`src/rtl/atm_pin_entry_ctrl.sv`:
```
// PIN-entry and verification controller.
// Collects BCD digits from a one-hot keypad, checks them against the card's
// stored PIN, counts consecutive failures up to a lockout limit and enforces
// an inactivity timeout while the customer is typing.
module atm_pin_entry_ctrl #(
  parameter  int PIN_DIGITS = 4,
  parameter  int MAX_TRIES  = 3,
  parameter  int T_WIDTH    = 32,
  localparam int P_WIDTH    = 4 * PIN_DIGITS,
  localparam int CW         = $clog2(PIN_DIGITS + 1),
  localparam int EW         = $clog2(MAX_TRIES + 1)
) (
  input  logic               clk,
  input  logic               rst,
  input  logic               start,
  input  logic [P_WIDTH-1:0] user_pin,
  input  logic [9:0]         digit_buttons,
  input  logic               enter_button,
  input  logic               clear_button,
  input  logic               cancel_button,
  input  logic               unlock,
  input  logic [T_WIDTH-1:0] threshold,
  output logic               pin_ok,
  output logic               wrong_password,
  output logic               time_out,
  output logic               cancelled,
  output logic               locked,
  output logic               busy,
  output logic [CW-1:0]      digit_count,
  output logic [EW-1:0]      tries_left
);

  typedef enum logic [1:0] {
    S_IDLE,
    S_ENTRY,
    S_CHECK,
    S_LOCKED
  } state_t;

  state_t             state_q, state_nx;
  logic [P_WIDTH-1:0] buf_q, buf_nx;
  logic [CW-1:0]      cnt_q, cnt_nx;
  logic [T_WIDTH-1:0] timer_q, timer_nx;
  logic [EW-1:0]      err_q, err_nx;
  logic               pin_ok_q, pin_ok_nx;
  logic               wrong_q, wrong_nx;
  logic               tout_q, tout_nx;
  logic               cancel_q, cancel_nx;

  // Keypad sampling: _p0 is the registered button, _p1 the value one cycle older
  logic [9:0] dig_p0, dig_p1;
  logic       ent_p0, ent_p1;
  logic       clr_p0, clr_p1;
  logic       can_p0, can_p1;

  logic       dig_ev, ent_ev, clr_ev, can_ev;
  logic [3:0] dig_val;
  logic       timeout_hit;
  logic       pin_match;

  // Button registers for edge detection
  always_ff @(posedge clk or negedge rst) begin
    if (!rst) begin
      dig_p0 <= '0;
      dig_p1 <= '0;
      ent_p0 <= 1'b0;
      ent_p1 <= 1'b0;
      clr_p0 <= 1'b0;
      clr_p1 <= 1'b0;
      can_p0 <= 1'b0;
      can_p1 <= 1'b0;
    end else begin
      dig_p0 <= digit_buttons;
      dig_p1 <= dig_p0;
      ent_p0 <= enter_button;
      ent_p1 <= ent_p0;
      clr_p0 <= clear_button;
      clr_p1 <= clr_p0;
      can_p0 <= cancel_button;
      can_p1 <= can_p0;
    end
  end

  // A digit only counts when it comes from an all-released keypad and exactly one key is down
  assign dig_ev = $onehot(dig_p0) && (dig_p1 == '0);
  assign ent_ev = ent_p0 & ~ent_p1;
  assign clr_ev = clr_p0 & ~clr_p1;
  assign can_ev = can_p0 & ~can_p1;

  assign timeout_hit = (threshold != '0) && (timer_q == threshold - T_WIDTH'(1));
  assign pin_match   = (buf_q == user_pin) && (cnt_q == CW'(PIN_DIGITS));

  // One-hot keypad to BCD digit
  always_comb begin
    dig_val = '0;
    for (int k = 0; k < 10; k++) begin
      if (dig_p0[k]) dig_val = 4'(k);
    end
  end

  // Next-state, datapath and result-pulse logic
  always_comb begin
    state_nx  = state_q;
    buf_nx    = buf_q;
    cnt_nx    = cnt_q;
    timer_nx  = timer_q;
    err_nx    = err_q;
    pin_ok_nx = 1'b0;
    wrong_nx  = 1'b0;
    tout_nx   = 1'b0;
    cancel_nx = 1'b0;
    case (state_q)
      S_IDLE: begin
        if (start) begin
          state_nx = S_ENTRY;
          buf_nx   = '0;
          cnt_nx   = '0;
          timer_nx = '0;
        end
      end
      S_ENTRY: begin
        timer_nx = timer_q + T_WIDTH'(1);
        if (can_ev) begin
          state_nx  = S_IDLE;
          cancel_nx = 1'b1;
          buf_nx    = '0;
          cnt_nx    = '0;
        end else if (timeout_hit) begin
          state_nx = S_IDLE;
          tout_nx  = 1'b1;
        end else if (ent_ev) begin
          state_nx = S_CHECK;
        end else if (clr_ev) begin
          timer_nx = '0;
          if (cnt_q != '0) begin
            buf_nx = buf_q >> 4;
            cnt_nx = cnt_q - CW'(1);
          end
        end else if (dig_ev && (cnt_q < CW'(PIN_DIGITS))) begin
          timer_nx = '0;
          buf_nx   = (buf_q << 4) | P_WIDTH'(dig_val);
          cnt_nx   = cnt_q + CW'(1);
        end
      end
      S_CHECK: begin
        if (can_ev) begin
          state_nx  = S_IDLE;
          cancel_nx = 1'b1;
          buf_nx    = '0;
          cnt_nx    = '0;
        end else if (pin_match) begin
          state_nx  = S_IDLE;
          pin_ok_nx = 1'b1;
          err_nx    = '0;
        end else begin
          wrong_nx = 1'b1;
          err_nx   = err_q + EW'(1);
          if (err_q == EW'(MAX_TRIES - 1)) begin
            state_nx = S_LOCKED;
          end else begin
            state_nx = S_ENTRY;
            buf_nx   = '0;
            cnt_nx   = '0;
            timer_nx = '0;
          end
        end
      end
      S_LOCKED: begin
        if (unlock) begin
          state_nx = S_IDLE;
          err_nx   = '0;
        end
      end
      default: state_nx = S_IDLE;
    endcase
  end

  // State, buffer, timer, error count and result pulse registers
  always_ff @(posedge clk or negedge rst) begin
    if (!rst) begin
      state_q  <= S_IDLE;
      buf_q    <= '0;
      cnt_q    <= '0;
      timer_q  <= '0;
      err_q    <= '0;
      pin_ok_q <= 1'b0;
      wrong_q  <= 1'b0;
      tout_q   <= 1'b0;
      cancel_q <= 1'b0;
    end else begin
      state_q  <= state_nx;
      buf_q    <= buf_nx;
      cnt_q    <= cnt_nx;
      timer_q  <= timer_nx;
      err_q    <= err_nx;
      pin_ok_q <= pin_ok_nx;
      wrong_q  <= wrong_nx;
      tout_q   <= tout_nx;
      cancel_q <= cancel_nx;
    end
  end

  assign pin_ok         = pin_ok_q;
  assign wrong_password = wrong_q;
  assign time_out       = tout_q;
  assign cancelled      = cancel_q;
  assign locked         = (state_q == S_LOCKED);
  assign busy           = (state_q != S_IDLE);
  assign digit_count    = cnt_q;
  assign tries_left     = EW'(MAX_TRIES) - err_q;

endmodule

```
`config.mk`:
```
export PLATFORM = sky130hd
export DESIGN_NAME = atm_pin_entry_ctrl
export DESIGN_NICKNAME = d
export VERILOG_FILES = /design/src/rtl/atm_pin_entry_ctrl.sv
export SDC_FILE = /design/constraint.sdc
export NUM_CORES = 1
export LEC_CHECK = 0
export BUFFER_PORTS_ARGS = -buffer_cell sky130_fd_sc_hd__clkbuf_2
export CORE_MARGIN = 5
export CORE_UTILIZATION = 35
export CTS_CLUSTER_DIAMETER = 120
export DETAILED_ROUTE_END_ITERATION = 8
export PLACE_DENSITY = 0.6
export SLEW_MARGIN = 10
export SYNTH_ARGS = -nofsm -noshare
export SYNTH_HDL_FRONTEND = slang
export SYNTH_SLANG_ARGS = --single-unit
```
`constraint.sdc`:
```
create_clock -name clk -period 11 [get_ports clk]
set_input_delay 1.1 -clock clk [delete_from_list [all_inputs] [get_ports clk]]
set_output_delay 1.1 -clock clk [all_outputs]
set_load 0.01 [all_outputs]
```
* After elaboration in Yosys (flattened, before gate mapping)
Index checks and enable logic that the tools add are counted. W data, S select, Z words.
Word-level totals: input port bits 65, register bits after elaboration 85, word-level logic and storage cells 140
Cells by class: $add $sub $neg 15, equality and inequality tests 20, reductions and logical operators 16, $lt $le $gt $ge 1, mux-type cells 64, bitwise operators 7
Operators with widths (number):
- $mux W32 | 9
- $mux W16 | 10
- $pmux W32 S3 | 1
- $pmux W16 S3 | 1
- $add A32 B1 Y32 const B | 1
- $eq A32 B32 Y1 | 1
- $mux W4 | 8
- $reduce_bool A32 Y1 | 1
- $sub A32 B1 Y32 const B | 1
- $mux W3 | 10
- $mux W2 | 10
- $eq A16 B16 Y1 | 1
- $or A16 B4 Y16 | 1
- $mux W1 | 12
- $ne A3 B3 Y1 const B | 4
- $ne A4 B4 Y1 const B | 3
- $add A1 B1 Y2 | 5
- $logic_not A10 Y1 | 1
- $ne A2 B2 Y1 const B | 5
- $pmux W3 S3 | 1
- $pmux W2 S4 | 1
- $reduce_and A8 Y1 | 1
- $add A2 B2 Y3 | 2
- $eq A2 B2 Y1 const B | 3
- other kinds (20) | 30

* Longest topological paths before layout
Gate-level depths: netlist of run 1.
depth in word-level cells 16, gate-level depth with buffers 19, mapped depth without buffers 17

* Worst setup path after synthesis of run 1
Ideal clock, no wire load.
path type reg2reg, start reg dig_p0[0], end reg buf_q[12], clock period less this slack 4.359 ns, required time 10.862 ns, path slack 6.641 ns, setup time 0.138 ns, data arrival time 4.221 ns, cell stages (with the launch flop) 20, path through dfrtp_1 > fa_1 > fa_1 > inv_1 > fa_1 > inv_1 > ha_1 > inv_1 > fa_1 > nor4b_1 > nand2_1 > nor3_1 > o21ai_0 > o21a_1 > a311o_1 > a31o_2 > buf_2 > buf_2 > nand2_1 > o31ai_1
Between the ends: cells in the longest elaborated chain, start to end 9
Ends and longest elaborated chain:
- start: declaration | RTL line 51 | logic [9:0] dig_p0, dig_p1;
- start signal: assignment | RTL line 73 | dig_p0 <= digit_buttons;
- $add A1 B1 Y2 (not written as such) | RTL line 85 | assign dig_ev = $onehot(dig_p0) && (dig_p1 == '0);
- $add A2 B2 Y3 (not written as such) | RTL line 85
- $add A3 B3 Y4 (not written as such) | RTL line 85
- $add A4 B2 Y4 (not written as such) | RTL line 85
- $eq A4 B1 Y1 | RTL line 85
- $logic_and A1 B1 Y1 | RTL line 85
- $logic_and A1 B1 Y1 | RTL line 139 | end else if (dig_ev && (cnt_q < CW'(PIN_DIGITS))) begin
- $ne A4 B4 Y1 (no line)
- $reduce_and A8 Y1 (no line)
- end signal: assignment | RTL line 192 | buf_q <= buf_nx;
- end: declaration | RTL line 41 | logic [P_WIDTH-1:0] buf_q, buf_nx;
Every way passes these cells. A chain may end at the register's enable or synchronous reset.

* Worst setup path in the final report of run 1
start reg dig_p0[0], end reg timer_q[0]
Between the ends: cells in the longest elaborated chain, start to end 13
Ends and longest elaborated chain:
- $add A1 B1 Y2 (not written as such) | RTL line 85
- $add A2 B2 Y3 (not written as such) | RTL line 85
- $add A3 B3 Y4 (not written as such) | RTL line 85
- $add A4 B2 Y4 (not written as such) | RTL line 85
- $eq A4 B1 Y1 | RTL line 85
- $logic_and A1 B1 Y1 | RTL line 85
- $logic_and A1 B1 Y1 | RTL line 139
- $mux W32 | RTL line 139
- $mux W32 | RTL line 133 | end else if (clr_ev) begin
- $mux W32 | RTL line 131 | end else if (ent_ev) begin
- $mux W32 | RTL line 128 | end else if (timeout_hit) begin
- $mux W32 | RTL line 123 | if (can_ev) begin
- $pmux W32 S3 | RTL line 112 | case (state_q)
- end signal: assignment | RTL line 194 | timer_q <= timer_nx;
- end: declaration | RTL line 43 | logic [T_WIDTH-1:0] timer_q, timer_nx;
Every way passes these cells.

==> run summary, run 1 <==
WORST SETUP PATH
-----------------------------------------------------------------------------------------------
WS Path Type                                                                            reg2reg
Dominant delay contributor by cell family on the critical path                      adder cells
Ordered list of cells on the worst path                                            fa_1, fa_1, inv_1, fa_1, inv_1, ha_1, inv_1, fa_1, nor4b_1, nand2_1, nor3_1, o21ai_0, o21ai_0, o21a_1, nor2_4, mux2_2
Sum of buffers and inverters on the critical path                                             3
Logic depth of the worst register-to-register path                                           16
Critical path capture point                                                          timer_q[0]
Slowest CP cell                                                                    sky130_fd_sc_hd__o21a_1
Type of origin of the critical path                                                   flip-flop
Destination of the worst register-to-register timing path                            timer_q[0]
Setup slack, reg-to-reg                                                                 5.74 ns
Worst reg2reg path startpoint                                                         dig_p0[0]
Data required time of the critical path                                                11.23 ns
Worst endpoint data arrival time                                                        5.49 ns
Library cell appearing most often on the critical path                             sky130_fd_sc_hd__fa_1
Critical Path Sink Type                                                               flip-flop
Startpoint of the worst setup timing path                                             dig_p0[0]
Maximum fanout along the worst path                                                          27
CP Depth                                                                                     16
CP max stage delay                                                                      0.81 ns

DIE
-----------------------------------------------------------------------------------------------
Die Area                                                                              18460 µm²
Placement Rows                                                                               46
Horizontal die dimension                                                               135.9 µm
Height of the die                                                                      135.9 µm
Area inside the core boundary                                                         15710 µm²
Initial cell density of the core                                                         0.3528
Count of boundary I/O pins                                                                   76

PWR
-----------------------------------------------------------------------------------------------
Final Power                                                                            1.019 mW
Pwr Density                                                                        159.2 nW/µm²
Sequential group share of total power                                                     0.363
IR Drop Worst-Case VDD                                                               0.07570 mV
Power share of the combinational group                                                    0.330
Switching power                                                                       0.3703 mW
Clock power frac                                                                          0.307
Cell leakage power                                                                     2.748 nW
Fraction of power spent switching nets                                                   0.3635
Int Power                                                                             0.6485 mW

ROUTE
-----------------------------------------------------------------------------------------------
Initial detailed-routing violation count                                                    410
Count of antenna-violating nets left after detailed routing                                   0
Number of vias per cell after detailed routing                                            5.383
Post-route DRC                                                                                0
Detailed-router iteration count before antenna repair                                         5
Wire length after detailed routing                                                     14.45 mm
Mean routed wirelength per cell                                                        16.09 µm
Detailed-route via count                                                                   4834

STA
-----------------------------------------------------------------------------------------------
Unrepaired setup endpoints after global routing                                              no
Crit path time final                                                                   5.261 ns
Max Clk Rate                                                                         0.1901 GHz
Slew margin rel.                                                                         0.2992
Period Utilization, post-route                                                           0.4783
Final hold violation count                                                                    0
Final setup skew                                                                     0.01049 ns
Worst-Margin Slew                                                                      1.051 ns
Setup TNS after final layout                                                               0 ns
Tightest hold margin                                                                  0.3812 ns
Setup-failing EPs final                                                                       0
Max Slew Vio Count                                                                            0

SYNTH
-----------------------------------------------------------------------------------------------
Synthesized-area fraction occupied by and/or/nand/nor cells                              0.2507
Synth Area in Adders                                                                    0.04784
Share of the synthesized area in compound gates (AO/OA/AOI/OAI)                          0.1609
Number of different library cells in the post-synthesis netlist                              69
Part of the Yosys area used for sequential elements                                      0.3837
Number of instances in the synthesized netlist                                              615
Asr flop ratio synth                                                                      1.000
Main synth FF type                                                                 sky130_fd_sc_hd__dfrtp_1
Combinational family with the most area after synthesis                            simple AND/OR/NAND/NOR gates
Area of the mapped netlist                                                             5544 µm²
Number of warnings reported in the yosys synthesis log                                        0
Synth Area per Inst                                                                   9.015 µm²
Synthesized net count                                                                       697
Share of the synthesized netlist area taken by xor and xnor gates                       0.09163
#FFs+latches synth                                                                           85
Mux cell area share after synthesis                                                     0.02392
Number of flops mapped to enable cells by yosys                                               0

CLOCKING
-----------------------------------------------------------------------------------------------
TritonCTS clock tree                                                                       done
Clock Root Buffer                                                                  sky130_fd_sc_hd__clkbuf_16
Post-CTS resize count                                                                         0
Number of buffers between clock root and the deepest sink                                     2
Clock net sink count                                                                         85
Number of H-tree branching levels                                                             3
Count of hold buffers inserted by post-cts repair                                             0
Clock input transition at the sequential cells of the worst setup and hold paths        0.06 ns
TritonCTS buffer count                                                                        9
Setup fix buffers added after clock tree synthesis                                            0
Insertion delay of the later-clocked pin in the worst-skew pair                         0.34 ns

MIN PATH
-----------------------------------------------------------------------------------------------
Hold/Removal Path Class                                                                 reg2reg

PLACE
-----------------------------------------------------------------------------------------------
HPWL Detailed                                                                          10.90 mm
Weighted congestion at the end of routability-driven global placement                    0.8438
# placed instances                                                                          882
DP Area                                                                                6087 µm²
IO buf count                                                                                 75

FINAL LAYOUT
-----------------------------------------------------------------------------------------------
Antenna diode count                                                                           0
Final Instance Area                                                                    6399 µm²
Total of fill cells in the finished design                                                 1547
Post-Layout Cell Count                                                                      898
Proportion of layout cells with a drive suffix above 1                                   0.1569
Area Overhead vs Synth                                                                   15.41%
Number of nets in the finished design                                                       759

GLOBAL ROUTE
-----------------------------------------------------------------------------------------------
Number of antenna violations at the first check in global routing                             0
Via count of the first global-routing pass                                                 4944
Largest net degree at the start of global routing                                            86
Overflow left after global routing                                                            0
Total track usage                                                                        0.1618
Global-route wire length before repair                                                 24.23 mm

JOB
-----------------------------------------------------------------------------------------------
Number of maximum-capacitance violations                                                      0

RUN STATUS
-----------------------------------------------------------------------------------------------
Status                                                                             complete, no violations

==> cell families after synthesis <==
family,count (synthesis)
simple gates,258
compound gates,130
flops,85
xor+xnor,58
buf+inv,54
fa+ha+maj,17
mux,13
==> flip-flops by register name, summed over array words and instances, names as in the netlist <==
register	cells
timer_q	32
buf_q	16
dig_p0	10
dig_p1	10
digit_count	3
err_q	2
state_q	2
can_p0	1
can_p1	1
cancelled	1
clr_p0	1
clr_p1	1
ent_p0	1
ent_p1	1
pin_ok	1
time_out	1
wrong_password	1
==> layout by cell type (no fill, tap or decap), types with 4 or more instances in the layout <==
cell	n
sky130_fd_sc_hd__a22o_1	17
sky130_fd_sc_hd__clkbuf_16	9
sky130_fd_sc_hd__or3_1	8
sky130_fd_sc_hd__and3_1	14
sky130_fd_sc_hd__nor4_1	21
sky130_fd_sc_hd__o21ai_1	6
sky130_fd_sc_hd__ha_1	10
sky130_fd_sc_hd__a211oi_1	5
sky130_fd_sc_hd__o22ai_1	6
sky130_fd_sc_hd__dfrtp_1	85
sky130_fd_sc_hd__nand2_1	55
sky130_fd_sc_hd__and4_1	5
sky130_fd_sc_hd__and2_1	5
sky130_fd_sc_hd__or4_1	7
sky130_fd_sc_hd__nor3_1	30
sky130_fd_sc_hd__nor2b_1	15
sky130_fd_sc_hd__nand2b_1	10
sky130_fd_sc_hd__a21oi_1	11
sky130_fd_sc_hd__clkbuf_2	74
sky130_fd_sc_hd__xnor2_1	32
sky130_fd_sc_hd__o21ai_0	40
sky130_fd_sc_hd__xor2_1	26
sky130_fd_sc_hd__o31ai_1	5
sky130_fd_sc_hd__o31a_1	4
sky130_fd_sc_hd__nand4_1	15
sky130_fd_sc_hd__fa_1	7
sky130_fd_sc_hd__inv_1	29
sky130_fd_sc_hd__mux2i_1	11
sky130_fd_sc_hd__nand3_1	17
sky130_fd_sc_hd__nor2_1	39
==> synth_stat cells (3+ instances only) <==
cell type,n,area share
sky130_fd_sc_hd__o41ai_1,3,0.0047
sky130_fd_sc_hd__nor2_1,39,0.026
sky130_fd_sc_hd__nand3_1,17,0.015
sky130_fd_sc_hd__and3_1,14,0.016
sky130_fd_sc_hd__nor2b_1,15,0.017
sky130_fd_sc_hd__nand2b_1,10,0.011
sky130_fd_sc_hd__and4_1,5,0.0079
sky130_fd_sc_hd__nor3b_1,3,0.0041
sky130_fd_sc_hd__or4_1,7,0.0095
sky130_fd_sc_hd__a211oi_1,5,0.0068
sky130_fd_sc_hd__o31a_1,4,0.0063
sky130_fd_sc_hd__nand2_1,55,0.037
sky130_fd_sc_hd__buf_2,5,0.0045
sky130_fd_sc_hd__and2_1,5,0.0056
sky130_fd_sc_hd__o22ai_1,6,0.0068
sky130_fd_sc_hd__fa_1,7,0.025
sky130_fd_sc_hd__o21ai_0,40,0.036
sky130_fd_sc_hd__nor4_1,21,0.024
sky130_fd_sc_hd__a22o_1,17,0.027
sky130_fd_sc_hd__xor2_1,26,0.041
sky130_fd_sc_hd__o311ai_0,3,0.0047
sky130_fd_sc_hd__dfrtp_1,85,0.38
sky130_fd_sc_hd__xnor2_1,32,0.051
sky130_fd_sc_hd__inv_1,29,0.020
sky130_fd_sc_hd__mux2i_1,11,0.020
sky130_fd_sc_hd__or2_2,3,0.0034
sky130_fd_sc_hd__o21ai_1,6,0.0054
sky130_fd_sc_hd__ha_1,10,0.023
sky130_fd_sc_hd__a21oi_1,11,0.0099
sky130_fd_sc_hd__a31oi_1,3,0.0034
sky130_fd_sc_hd__nor3_1,30,0.027
sky130_fd_sc_hd__clkbuf_1,15,0.010
sky130_fd_sc_hd__nand4_1,15,0.017
sky130_fd_sc_hd__o31ai_1,5,0.0068
sky130_fd_sc_hd__or3_1,8,0.0090
==> metal layers <==
metal,global-route usage,wire (µm),part of all wire
met1,0.2048,6364,0.44
met2,0.2777,7347,0.51
met3,0.03405,488,0.034
met4,0.05039,253,0.018
met5,0,0,0
==> power by group through the flow <==
stage	Clock [mW]	Sequential, mW	Combinational [mW]
after global placement	0	0.375	0.323
after CTS	0.322	0.371	0.340
final	0.312	0.370	0.336
after global routing	0.333	0.376	0.381
after detailed placement	0	0.377	0.339
after floorplan	0	0.369	0.247
==> per-stage QoR <==
stage | setup slack [ns] | utilization
5_1_grt | 5.339 | 0.4072
3_3_place_gp | 5.758 | 0.3874
3_5_place_dp | 5.699 | 0.3874
2_1_floorplan | 6.641 | -
6_report | 5.739 | 0.4072
4_1_cts | 5.661 | 0.4072
==> layout make-up <==
cell class,count,area [µm²],area share
multi-input combinational,476,3196,0.4994
sequential,85,2127,0.3324
timing repair buffer,76,385.4,0.06023
tap,216,270.3,0.04224
clock buffer,11,252.7,0.03950
inverter,29,108.9,0.01701
clock inverter,5,58.81,0.009190
==> how the worst min path moves through the flow <==
| stage | slack, ns | endpoint | depth (start not counted) | startpoint |
|---|---|---|---|---|
| 2_1_floorplan | 0.35 | clr_p1 | 0 | clr_p0 |
| 3_3_place_gp | 0.36 | clr_p1 | 0 | clr_p0 |
| 3_5_place_dp | 0.37 | clr_p1 | 0 | clr_p0 |
| 4_1_cts | 0.38 | clr_p1 | 0 | clr_p0 |
| 5_1_grt | 0.40 | clr_p1 | 0 | clr_p0 |
| 6_report | 0.38 | clr_p1 | 0 | clr_p0 |
Power figures use the tool's default switching activity.
==> run 2, diff against run 1 <==
==> constraint.sdc (replaced) <==
create_clock -name clk -period 5.3 [get_ports clk]
set_input_delay 0.53 -clock clk [delete_from_list [all_inputs] [get_ports clk]]
set_output_delay 0.53 -clock clk [all_outputs]
set_load 0.01 [all_outputs]
==> run summary, run 2 (synthesis results as in run 1) <==
WORST SETUP PATH
-----------------------------------------------------------------------------------------------
Library cell appearing most often on the critical path                             sky130_fd_sc_hd__fa_1
Slowest CP cell                                                                    sky130_fd_sc_hd__fa_1
Maximum fanout along the worst path                                                          19
Data required time of the critical path                                                 5.53 ns
CP max stage delay                                                                      0.52 ns
Critical Path Sink Type                                                               flip-flop
Ordered list of cells on the worst path                                            fa_1, fa_1, inv_1, fa_1, inv_1, ha_1, inv_1, fa_1, nor4b_1, nand2_1, nor3_1, o21ai_0, o21ai_0, o21a_1, buf_4, nor2_4, mux2_2
Logic depth of the worst register-to-register path                                           17
Type of origin of the critical path                                                   flip-flop
Worst endpoint data arrival time                                                        4.91 ns
WS Path Type                                                                            reg2reg

PLACE
-----------------------------------------------------------------------------------------------
Weighted congestion at the end of routability-driven global placement                    0.8829
IO buf count                                                                                 75
# placed instances                                                                          886
DP Area                                                                                6117 µm²
Placement-stage worst setup slack                                                     0.5858 ns
HPWL Detailed                                                                          10.89 mm

FINAL LAYOUT
-----------------------------------------------------------------------------------------------
Area Overhead vs Synth                                                                   15.46%
Sequential cell area                                                                   2127 µm²
Number of nets in the finished design                                                       763
Final Instance Area                                                                    6401 µm²
Post-Layout Cell Count                                                                      901
Layout Utilization                                                                       0.4074
Biggest register                                                                        timer_q
Leading cell type in the layout, fill and taps excluded                            sky130_fd_sc_hd__dfrtp_1
Largest registers in the final layout                                              timer_q: 32 flops, buf_q: 16 flops
Commonest cells after routing, fill and taps aside                                 sky130_fd_sc_hd__dfrtp_1 (85), sky130_fd_sc_hd__clkbuf_2 (74), sky130_fd_sc_hd__nand2_1 (55)
Antenna diode count                                                                           0
Footprint of the multi-input gates                                                     3196 µm²
Proportion of layout cells with a drive suffix above 1                                   0.1606
Total of fill cells in the finished design                                                 1563
Number of flip-flops under the largest register name                                         32

CLOCKING
-----------------------------------------------------------------------------------------------
Count of hold buffers inserted by post-cts repair                                             0
Clock net sink count                                                                         85
Number of H-tree branching levels                                                             3
TritonCTS buffer count                                                                        9
TritonCTS clock tree                                                                       done
Insertion delay of the later-clocked pin in the worst-skew pair                         0.35 ns
Clock Root Buffer                                                                  sky130_fd_sc_hd__clkbuf_16
Setup fix buffers added after clock tree synthesis                                            0
Number of buffers between clock root and the deepest sink                                     2
Clock input transition at the sequential cells of the worst setup and hold paths        0.06 ns
Post-CTS resize count                                                                         0

MIN PATH
-----------------------------------------------------------------------------------------------
Hold/Removal Path Class                                                                in2async

STA
-----------------------------------------------------------------------------------------------
Final setup margin                                                                    0.6196 ns
Slew margin rel.                                                                         0.4385
Max Clk Rate                                                                         0.2137 GHz
Period Utilization, post-route                                                           0.8831
Setup TNS after final layout                                                               0 ns
Setup-failing EPs final                                                                       0
Crit path time final                                                                   4.680 ns
Final setup skew                                                                    0.006915 ns
Max Slew Vio Count                                                                            0
Worst-Margin Slew                                                                     0.8358 ns
Tightest hold margin                                                                 0.05404 ns
Final hold violation count                                                                    0
Unrepaired setup endpoints after global routing                                              no

JOB
-----------------------------------------------------------------------------------------------
Number of maximum-capacitance violations                                                      0

ROUTE
-----------------------------------------------------------------------------------------------
Initial detailed-routing violation count                                                    232
Number of vias per cell after detailed routing                                            5.391
Detailed-router iteration count before antenna repair                                         5
Post-route DRC                                                                                0
Detailed-route via count                                                                   4857
Wire length after detailed routing                                                     14.35 mm
Count of antenna-violating nets left after detailed routing                                   0
Mean routed wirelength per cell                                                        15.93 µm

GLOBAL ROUTE
-----------------------------------------------------------------------------------------------
Global-route wire length before repair                                                 23.68 mm
Via count of the first global-routing pass                                                 4834
Number of antenna violations at the first check in global routing                             0
Total track usage                                                                        0.1589
Overflow left after global routing                                                            0
Largest net degree at the start of global routing                                            66

PWR
-----------------------------------------------------------------------------------------------
Cell leakage power                                                                     2.763 nW
IR Drop Worst-Case VDD                                                                0.1740 mV
Pwr Density                                                                        323.5 nW/µm²
Final Power                                                                            2.071 mW

DIE
-----------------------------------------------------------------------------------------------
Count of boundary I/O pins                                                                   76
Area inside the core boundary                                                         15710 µm²
Height of the die                                                                      135.9 µm
Die Area                                                                              18460 µm²
Horizontal die dimension                                                               135.9 µm
Initial cell density of the core                                                         0.3528
Placement Rows                                                                               46

RUN STATUS
-----------------------------------------------------------------------------------------------
Status                                                                             complete, no violations

run 2: layout make-up:
class / count / share of cell area
clock inverters: 4 / 0.004887
flip-flops and latches: 85 / 0.3323
inverters: 29 / 0.01701
multi-input cells: 476 / 0.4992
well taps: 216 / 0.04222
clock buffers: 11 / 0.03948
repair buffers: 80 / 0.06489
run 2: power breakdown:
| group | internal, mW | switching [mW] | leakage (nW) |
|---|---|---|---|
| clock network | 0.344 | 0.262 | 0.142 |
| registers | 0.706 | 0.0621 | 1.12 |
| logic | 0.252 | 0.445 | 1.50 |
| total | 1.30 | 0.769 | 2.76 |
run 2: worst paths after layout:
check | start | end | slack [ns]
min in group clk | enter_button | ent_p0 | 0.29
worst min-delay path | rst | clr_p0 | 0.05
worst max-delay path | dig_p0[0] | timer_q[0] | 0.62
worst max register to register | dig_p0[0] | timer_q[0] | 0.62
worst min register to register | clr_p0 | clr_p1 | 0.38
max in group asynchronous | rst | dig_p0[5] | 4.12
run 2: per-layer routing:
layer | vias to the layer above | global-route usage | wire [µm]
met3 | 16 | 0.03479 | 589
met4 | 0 | 0.04199 | 188
met1 | 2381 | 0.2010 | 6460
met2 | 100 | 0.2754 | 7112
li1 | 2360 | - | -
met5 | - | 0 | 0
run 2: critical path, delay by kind of cell (launching register included):
family	cells	cell delay [ns]
multiplexers	1	0.31
AO/OA/AOI/OAI	3	0.67
buffers and inverters	4	0.47
AND/OR/NAND/NOR	4	0.66
flip-flops	1	0.40
adder cells (fa/ha/maj)	5	2.06
==> run 3, diff against run 2 <==
--- a/config.mk
+++ b/config.mk
@@ -6,7 +6,6 @@
 export NUM_CORES = 1
 export LEC_CHECK = 0
 export BUFFER_PORTS_ARGS = -buffer_cell sky130_fd_sc_hd__clkbuf_2
-export CORE_MARGIN = 5
 export CORE_UTILIZATION = 35
 export CTS_CLUSTER_DIAMETER = 120
 export DETAILED_ROUTE_END_ITERATION = 8
==> run summary, run 3 (synthesis results as in run 1) <==
JOB
-----------------------------------------------------------------------------------------------
Number of maximum-capacitance violations                                                      0

ROUTE
-----------------------------------------------------------------------------------------------
Post-route DRC                                                                                0
Wire length after detailed routing                                                     14.07 mm
Initial detailed-routing violation count                                                    318
Mean routed wirelength per cell                                                        15.69 µm
Detailed-route via count                                                                   4861
Count of antenna-violating nets left after detailed routing                                   0
Detailed-router iteration count before antenna repair                                         5
Number of vias per cell after detailed routing                                            5.419

FINAL LAYOUT
-----------------------------------------------------------------------------------------------
Largest registers in the final layout                                              timer_q: 32 flops, buf_q: 16 flops
Post-Layout Cell Count                                                                      897
Leading cell type in the layout, fill and taps excluded                            sky130_fd_sc_hd__dfrtp_1
Biggest register                                                                        timer_q
Number of nets in the finished design                                                       763
Total of fill cells in the finished design                                                 1537
Antenna diode count                                                                           0
Number of flip-flops under the largest register name                                         32
Commonest cells after routing, fill and taps aside                                 sky130_fd_sc_hd__dfrtp_1 (85), sky130_fd_sc_hd__clkbuf_2 (74), sky130_fd_sc_hd__nand2_1 (55)
Proportion of layout cells with a drive suffix above 1                                   0.1603
Area Overhead vs Synth                                                                   16.09%

PWR
-----------------------------------------------------------------------------------------------
Pwr Density                                                                        334.2 nW/µm²
Cell leakage power                                                                     2.772 nW
IR Drop Worst-Case VDD                                                                0.1600 mV

WORST SETUP PATH
-----------------------------------------------------------------------------------------------
Type of origin of the critical path                                                   flip-flop
Destination of the worst register-to-register timing path                           timer_q[17]
Data required time of the critical path                                                 5.51 ns
Logic depth of the worst register-to-register path                                           17
Worst endpoint data arrival time                                                        4.93 ns
Maximum fanout along the worst path                                                          22
Setup slack, reg-to-reg                                                                 0.58 ns
WS Path Type                                                                            reg2reg
Worst reg2reg path startpoint                                                         dig_p0[5]
Critical Path Sink Type                                                               flip-flop

CLOCKING
-----------------------------------------------------------------------------------------------
TritonCTS buffer count                                                                        9
Clock net sink count                                                                         85
Number of buffers between clock root and the deepest sink                                     2
Insertion delay of the later-clocked pin in the worst-skew pair                         0.34 ns
Clock Root Buffer                                                                  sky130_fd_sc_hd__clkbuf_16
Post-CTS resize count                                                                         0
TritonCTS clock tree                                                                       done
Number of H-tree branching levels                                                             3
Clock input transition at the sequential cells of the worst setup and hold paths        0.06 ns

DIE
-----------------------------------------------------------------------------------------------
Initial cell density of the core                                                         0.3620
Area inside the core boundary                                                         15310 µm²
Horizontal die dimension                                                               127.9 µm
Placement Rows                                                                               45
Count of boundary I/O pins                                                                   76
Die Area                                                                              16350 µm²
Height of the die                                                                      127.9 µm

STA
-----------------------------------------------------------------------------------------------
Final setup skew                                                                    0.006105 ns
Setup-failing EPs final                                                                       0
Max Slew Vio Count                                                                            0
Unrepaired setup endpoints after global routing                                              no
Slew margin rel.                                                                         0.2902
Worst-Margin Slew                                                                      1.065 ns
Period Utilization, post-route                                                           0.8899
Setup TNS after final layout                                                               0 ns
Max Clk Rate                                                                         0.2120 GHz
Crit path time final                                                                   4.717 ns
Final hold violation count                                                                    0

MIN PATH
-----------------------------------------------------------------------------------------------
Worst hold stages                                                                             1
Hold/Removal Path Class                                                                  in2reg
Worst Hold Path EP                                                                    dig_p0[8]
Launch instance of the worst min-delay path                                        digit_buttons[8]

PLACE
-----------------------------------------------------------------------------------------------
IO buf count                                                                                 75
HPWL Detailed                                                                          10.65 mm
Weighted congestion at the end of routability-driven global placement                    0.8431
# placed instances                                                                          880

GLOBAL ROUTE
-----------------------------------------------------------------------------------------------
Total track usage                                                                        0.1804
Largest net degree at the start of global routing                                            85
Overflow left after global routing                                                            0
Via count of the first global-routing pass                                                 4823
Number of antenna violations at the first check in global routing                             0
Global-route wire length before repair                                                 23.59 mm

RUN STATUS
-----------------------------------------------------------------------------------------------
Status                                                                             complete, no violations

-- run 3: cell types whose count changed in the layout (fill, tap and decap cells not counted), sizes merged --
cell,delta
bufinv,+2
buf,-1
clkbuf,-2
dlygate4sd3,+1
clkinv,-1
clkinvlp,+2
-- run 3: repair_timing --
item / 4_1_cts / 5_1_grt
hold buffers: 1 / 0
endpoints found under the hold margin: 1 / 0
setup buffers: 0 / 0
-- run 3: critical path, stage by stage, from the launching register on --
cell and delay, ns:
sky130_fd_sc_hd__dfrtp_1 0.44, sky130_fd_sc_hd__fa_1 0.52, sky130_fd_sc_hd__fa_1 0.49, sky130_fd_sc_hd__inv_1 0.05, sky130_fd_sc_hd__fa_1 0.42, sky130_fd_sc_hd__inv_1 0.06
sky130_fd_sc_hd__ha_1 0.15, sky130_fd_sc_hd__inv_1 0.05, sky130_fd_sc_hd__fa_1 0.46, sky130_fd_sc_hd__nor4b_1 0.23, sky130_fd_sc_hd__nand2_1 0.08, sky130_fd_sc_hd__nor3_1 0.19
sky130_fd_sc_hd__o21ai_0 0.13, sky130_fd_sc_hd__o21ai_0 0.25, sky130_fd_sc_hd__o21a_1 0.32, sky130_fd_sc_hd__buf_4 0.30, sky130_fd_sc_hd__and2_1 0.34, sky130_fd_sc_hd__nor2_1 0.09
-- run 3: routing by layer --
metal | vias up | GRT usage | part of all wire
li1 | 2367 | - | -
met1 | 2349 | 0.2365 | 0.46
met2 | 110 | 0.2925 | 0.47
met3 | 35 | 0.02838 | 0.033
met4 | 0 | 0.08374 | 0.033
met5 | - | 0 | 0
-- run 3: where the power goes --
group / switching [mW] / total [mW] / internal (mW)
clock network: 0.263 / 0.678 / 0.415
registers: 0.0589 / 0.765 / 0.706
logic: 0.453 / 0.708 / 0.255
total: 0.775 / 2.15 / 1.38
-- run 3: worst max path at each step --
stage	startpoint	endpoint	slack [ns]	depth (start not counted)
floorplan	dig_p0[0]	buf_q[12]	0.94	19
global placement	dig_p0[0]	buf_q[15]	0.80	17
detailed placement	dig_p0[5]	timer_q[13]	0.64	17
CTS	dig_p0[5]	timer_q[17]	0.62	17
global route	dig_p0[5]	buf_q[13]	0.21	17
finish	dig_p0[5]	timer_q[17]	0.58	17
-- run 3: area by class of cell --
class                   count  area (µm²)  share of cell area
multi-input cells         476        3196              0.4965
flip-flops and latches     85        2127              0.3305
well taps                 211       264.0             0.04102
inverters                  29       108.9             0.01691
repair buffers             80       417.9             0.06493
clock buffers               9       225.2             0.03499
clock inverters             7       97.59             0.01516
-- run 3: through the flow --
| step | instance area (µm²) | util | hold WS, ns | power (mW) | setup slack (ns) |
|---|---|---|---|---|---|
| final | 6436 | 0.4203 | 0.2981 | 2.151 | 0.5833 |
| after global routing | 6436 | 0.4203 | 0.2829 | 2.290 | 0.2150 |
| after detailed placement | 6103 | 0.3985 | 0.3114 | 1.483 | 0.6389 |
| after floorplan | 5544 | - | 0.2344 | 1.278 | 0.9410 |
| after CTS | 6436 | 0.4203 | 0.2861 | 2.168 | 0.6222 |
| after global placement | 6103 | 0.3985 | 0.3110 | 1.460 | 0.8018 |
